[src/rtl/draw_rect_engine_pkg.sv]
// Shared draw package: FSM state encoding and default visible-area bounds
// used by the rectangle engine and the other graphics blocks.
// Latency: n/a (types and constants only). Backpressure: n/a.
package draw_rect_engine_pkg;

    // Engine states: waiting for a request, scanning pixels, end-of-rectangle pulse.
    typedef enum logic [1:0] {
        ST_IDLE = 2'd0,
        ST_DRAW = 2'd1,
        ST_DONE = 2'd2
    } draw_state_t;

    // Default visible area (160x120 frame buffer).
    localparam int DRAW_SCREEN_W = 160;
    localparam int DRAW_SCREEN_H = 120;

endpackage

[src/rtl/rect_scan_counter.sv]
// Row-major column/row stepper for a w x h rectangle; last flags (w-1, h-1).
// Latency: counters update on the clock edge after clear/step; last is combinational.
// Backpressure: advances only when step=1, otherwise holds.
//
// Ports: clk, reset (async, active-high); clear zeroes cx/cy; step advances
// one pixel; w/h are the rectangle size; cx/cy the current offset.
module rect_scan_counter #(
    parameter int SZ_W = 5
) (
    input  logic            clk,
    input  logic            reset,
    input  logic            clear,
    input  logic            step,
    input  logic [SZ_W-1:0] w,
    input  logic [SZ_W-1:0] h,
    output logic [SZ_W-1:0] cx,
    output logic [SZ_W-1:0] cy,
    output logic            last
);

    logic col_end;
    logic row_end;

    assign col_end = (cx == w - SZ_W'(1));
    assign row_end = (cy == h - SZ_W'(1));
    assign last    = col_end & row_end;

    always_ff @(posedge clk or posedge reset) begin
        if (reset) begin
            cx <= '0;
            cy <= '0;
        end else if (clear) begin
            cx <= '0;
            cy <= '0;
        end else if (step) begin
            if (col_end) begin
                cx <= '0;
                // Wrap both counters after the last pixel so the engine rests at (0,0).
                cy <= row_end ? '0 : cy + SZ_W'(1);
            end else begin
                cx <= cx + SZ_W'(1);
            end
        end
    end

endmodule

[src/rtl/draw_rect_engine.sv]
// Rectangle fill engine: scans a w x h box row-major, emitting clipped pixels.
// Latency: first pixel the cycle after start; done pulses the cycle after the last pixel.
// Backpressure: pixels advance only when pix_ready=1; outputs hold while it is low.
//
// Ports: clk, reset (async, active-high); start + x_in/y_in/w_in/h_in/colour_in
// request (latched in IDLE only); pix_ready from the frame-buffer writer;
// x_out/y_out/colour_out/plot current pixel; busy, done status.
// Optional macro DRAW_RECT_OUTLINE_EN adds input outline: when latched high,
// only border pixels are plotted (scan timing is unchanged).
module draw_rect_engine
    import draw_rect_engine_pkg::*;
#(
    parameter int X_W      = 8,
    parameter int Y_W      = 7,
    parameter int SZ_W     = 5,
    parameter int C_W      = 3,
    parameter int SCREEN_W = DRAW_SCREEN_W,
    parameter int SCREEN_H = DRAW_SCREEN_H
) (
    input  logic            clk,
    input  logic            reset,
    input  logic            start,
    input  logic [X_W-1:0]  x_in,
    input  logic [Y_W-1:0]  y_in,
    input  logic [SZ_W-1:0] w_in,
    input  logic [SZ_W-1:0] h_in,
    input  logic [C_W-1:0]  colour_in,
`ifdef DRAW_RECT_OUTLINE_EN
    input  logic            outline,
`endif
    input  logic            pix_ready,
    output logic [X_W-1:0]  x_out,
    output logic [Y_W-1:0]  y_out,
    output logic [C_W-1:0]  colour_out,
    output logic            plot,
    output logic            busy,
    output logic            done
);

    draw_state_t     state;
    logic [X_W-1:0]  x_base;
    logic [Y_W-1:0]  y_base;
    logic [SZ_W-1:0] w_lat;
    logic [SZ_W-1:0] h_lat;
    logic [C_W-1:0]  colour_lat;
    logic            busy_r;
    logic            done_r;

    logic [SZ_W-1:0] cx;
    logic [SZ_W-1:0] cy;
    logic            last;
    logic            accept;
    logic            step;
    logic            empty_rect;

    // Full-width coordinates: the extra MSB catches carry-out so a wrapped
    // coordinate is never mistaken for an on-screen one.
    logic [X_W:0]    x_sum;
    logic [Y_W:0]    y_sum;
    logic            x_vis;
    logic            y_vis;
    logic            border_ok;

    assign accept     = (state == ST_IDLE) && start;
    assign step       = (state == ST_DRAW) && pix_ready;
    assign empty_rect = (w_in == '0) || (h_in == '0);

    rect_scan_counter #(
        .SZ_W (SZ_W)
    ) u_scan (
        .clk   (clk),
        .reset (reset),
        .clear (accept),
        .step  (step),
        .w     (w_lat),
        .h     (h_lat),
        .cx    (cx),
        .cy    (cy),
        .last  (last)
    );

    assign x_sum = {1'b0, x_base} + (X_W+1)'(cx);
    assign y_sum = {1'b0, y_base} + (Y_W+1)'(cy);
    assign x_vis = (x_sum < (X_W+1)'(SCREEN_W));
    assign y_vis = (y_sum < (Y_W+1)'(SCREEN_H));

`ifdef DRAW_RECT_OUTLINE_EN
    logic outline_lat;

    always_ff @(posedge clk or posedge reset) begin
        if (reset) begin
            outline_lat <= 1'b0;
        end else if (accept) begin
            outline_lat <= outline;
        end
    end

    assign border_ok = !outline_lat
                     || (cx == '0) || (cx == w_lat - SZ_W'(1))
                     || (cy == '0) || (cy == h_lat - SZ_W'(1));
`else
    assign border_ok = 1'b1;
`endif

    always_ff @(posedge clk or posedge reset) begin
        if (reset) begin
            state      <= ST_IDLE;
            x_base     <= '0;
            y_base     <= '0;
            w_lat      <= '0;
            h_lat      <= '0;
            colour_lat <= '0;
            busy_r     <= 1'b0;
            done_r     <= 1'b0;
        end else begin
            case (state)
                ST_IDLE: begin
                    if (start) begin
                        x_base     <= x_in;
                        y_base     <= y_in;
                        w_lat      <= w_in;
                        h_lat      <= h_in;
                        colour_lat <= colour_in;
                        busy_r     <= 1'b1;
                        // A zero-sized rectangle skips straight to the done pulse.
                        done_r     <= empty_rect;
                        state      <= empty_rect ? ST_DONE : ST_DRAW;
                    end
                end
                ST_DRAW: begin
                    if (pix_ready && last) begin
                        done_r <= 1'b1;
                        state  <= ST_DONE;
                    end
                end
                ST_DONE: begin
                    busy_r <= 1'b0;
                    done_r <= 1'b0;
                    state  <= ST_IDLE;
                end
                default: begin
                    busy_r <= 1'b0;
                    done_r <= 1'b0;
                    state  <= ST_IDLE;
                end
            endcase
        end
    end

    assign x_out      = x_sum[X_W-1:0];
    assign y_out      = y_sum[Y_W-1:0];
    assign colour_out = colour_lat;
    assign plot       = (state == ST_DRAW) && x_vis && y_vis && border_ok;
    assign busy       = busy_r;
    assign done       = done_r;

endmodule

[config.mk]
export PLATFORM = sky130hd
export DESIGN_NAME = draw_rect_engine
export DESIGN_NICKNAME = d
export VERILOG_FILES = /design/src/rtl/draw_rect_engine_pkg.sv /design/src/rtl/rect_scan_counter.sv /design/src/rtl/draw_rect_engine.sv
export SDC_FILE = /design/constraint.sdc
export NUM_CORES = 1
export LEC_CHECK = 0
export BUFFER_PORTS_ARGS = -buffer_cell sky130_fd_sc_hd__buf_2
export CAP_MARGIN = 0
export CORE_MARGIN = 5
export CORE_UTILIZATION = 50
export CTS_CLUSTER_SIZE = 14
export DETAILED_ROUTE_END_ITERATION = 10
export PLACE_DENSITY = 0.74
export SLEW_MARGIN = 0
export SYNTH_ARGS = -nofsm -noshare
export SYNTH_HDL_FRONTEND = slang
export SYNTH_SLANG_ARGS = --single-unit
[constraint.sdc]
create_clock -name clk -period 3.9 [get_ports clk]
set_input_delay 1.17 -clock clk [delete_from_list [all_inputs] [get_ports clk]]
set_output_delay 1.17 -clock clk [all_outputs]
set_load 0.005 [all_outputs]
==> results.cfg <==
[setup_path]
r2r_slack_ns = 1.61
crit-reg2reg-launch = w_lat[0]
cp.arrival_ns = 2.54
start_kind = register
cp_max_fo = 6
critical_path_class = reg -> out
worst_setup_path_end_kind = output pin
setup.worst_path.start = u_scan.cx[0]
worstReg2RegEnd = u_scan.cy[2]
reg2regPathDepth = 7
cp-endpoint = plot
required_ns = 2.73

[die]
start_util_pct = 52.49
die_area_um2 = 6580
io_pins = 53
fp.dieW_um = 81.12
core_um2 = 4817
row_count = 25
die_h_um = 81.12

[synth]
synth_warnings = 0
yosysMostFrequentCell = dfrtp_1
synth_area_um2 = 2529
syn_area_per_cell_um2 = 10.41
async_flop_share_pct = 100.0
yosys.area.top_type = dfrtp_1
ys_seq_area_share_pct = 40.57
ys.flop_type = dfrtp_1
synth_edf_count = 0
ys_types = 50
ys_ff_latch = 41
synth_nets = 291
synth_top_area_share_pct = 40.57
synthTopCellsByArea = dfrtp_1 (41%), mux2_2 (9.4%), ha_1 (6.9%)
netlist_top_cells_count = dfrtp_1 (41), mux2_2 (21), o21ai_0 (18), inv_1 (17), nand2_1 (15)
syn_inst = 243

[layout]
antennaDiodeCount = 0
fill_cells = 441
drive_above_1_share_pct = 30.67
multi_input_area_um2 = 1425
area_delta_synth_final_pct = 17.42
seq_area_um2 = 1027
nNetsFinal = 348
utilization_pct = 61.64
stdcell_count = 367

[sta]
setup_ws_ns = 0.1881
tns_ns = 0
rsz0062_at_grt = false
hold_violations = 0
layout_min_cycle_time_ns = 3.712
final.period_utilization_pct = 95.18
worst-slew-pin-transition_ns = 0.6574
setup_violations = 0
maxSlewViolCount = 0
max_freq_ghz = 0.2694
finalClockSkew_ns = 0.008183
maxSlewHeadroom_pct = 55.91

[clock_tree]
root_buffer = clkbuf_8
htree_levels = 2
clk_pin_slew_ns = 0.07
cts_tree = built
clock_path_buffers = 2
cts_num_sinks = 41
clock_latency_ns = 0.29
cts_buffers = 5

[grt]
grt_overflow_total = 0
grt_usage_pct = 16.93
grt_pass1_vias = 2014
grt_start_max_net_pins = 42
grt_pass1_wl_um = 8714
grt_antenna_before_repair = 0

[power_and_ir_drop]
power_per_cell_area_nw_per_um2 = 877.8
max-vdd-ir-drop_uv = 503.9
p_leak_nw = 1.364

[placed_design]
io_buffer_count = 52
dp_cells = 360
pre_cts_ws_ns = 0.4884
dpl.hpwl_um = 3971
place_congestion = 0.8161

[job]
maxCapViolations = 0

[route]
drt-wirelength-per-cell_um = 14.03
drc = 0
viasPerCell = 5.436
vias = 1995
antenna_left = 0
firstDrtPassIters = 4
routed_wl_um = 5148
drt_iter0_markers = 45

[status]
outcome = finished clean

[worst_hold_path]
worst_hold_path_type = reg -> reg
## routing by layer
layer | GRT usage (%) | vias to the layer above | wire [um]
met5 | 0 | - | 0
met4 | 5.743 | 0 | 91
met3 | 4.102 | 10 | 198
met2 | 28.49 | 33 | 2501
met1 | 21.27 | 945 | 2358
li1 | - | 1007 | -
## cell usage in the layout, fill, tap and decap left out, types with 4 or more instances in the layout
cell / synthesis / routed
buf_2: 1 / 52
dfrtp_1: 41 / 40
mux2_2: 21 / 21
o21ai_0: 18 / 18
inv_1: 17 / 17
nand2_1: 15 / 15
ha_1: 14 / 14
xnor2_1: 13 / 13
nor2_1: 11 / 11
xor2_1: 10 / 10
a21oi_1: 7 / 7
nand3_1: 6 / 6
clkbuf_8: 0 / 6
nor3_1: 4 / 4
a21o_1: 4 / 4
o21a_1: 4 / 4
## logic make-up after synthesis
kind of cell / Yosys count / share of synthesized area (%)
adders and majority gates: 16 / 8.511
muxes: 22 / 9.748
buffers and inverters: 22 / 3.315
xor gates and xnor gates: 23 / 7.966
AOI/OAI and AO/OA: 60 / 17.02
DFF: 41 / 40.57
and+or+nand+nor: 59 / 12.86
## state kept, by name, indices dropped and copies added (netlist names)
register    flops
x_base          8
h_lat           5
y_base          7
colour_out      3
busy            1
u_scan.cx       5
u_scan.cy       5
state           2
w_lat           5
## report_power, final
part / switching, mW / leakage, nW / internal (mW)
sequential: 0.195 / 0.487 / 0.622
combinational: 0.742 / 0.832 / 0.769
clock: 0.137 / 0.0443 / 0.140
## worst max-delay path: stages (launching register included)
cell     delay, ns
dfrtp_2       0.41
ha_1          0.21
inv_1         0.07
fa_1          0.40
nor2b_1       0.11
o21ai_0       0.17
a41o_1        0.29
a311o_1       0.32
a31oi_1       0.13
buf_2         0.13
## timing repair
action,CTS,global route
buffers inserted,0,0
hold buffers,0,0
setup endpoints to repair,0,1
gates resized for setup,0,1
## worst min path at each step
stage / start / to / slack, ns / depth (start not counted)
2_1_floorplan: busy / busy / 0.47 / 1
3_3_place_gp: busy / busy / 0.46 / 1
3_5_place_dp: busy / busy / 0.46 / 1
4_1_cts: busy / busy / 0.48 / 1
5_1_grt: busy / busy / 0.50 / 1
6_report: busy / busy / 0.47 / 1
## stage by stage
step | power [mW] | instance area (um2) | hold slack (ns)
3_3_place_gp | 2.301 | 2882 | 0.4567
3_5_place_dp | 2.339 | 2882 | 0.4642
6_report | 2.606 | 2969 | 0.4744
2_1_floorplan | 1.877 | 2529 | 0.4740
5_1_grt | 2.850 | 2969 | 0.4986
4_1_cts | 2.632 | 2968 | 0.4801
## area by class of cell
type	instances	area share [%]
flip-flops and latches	41	34.60
clock buffers	7	2.908
well taps	67	2.823
inverters	17	2.149
multi-input cells	180	48.00
repair buffers	55	9.524
Power figures use the tool's default switching activity.
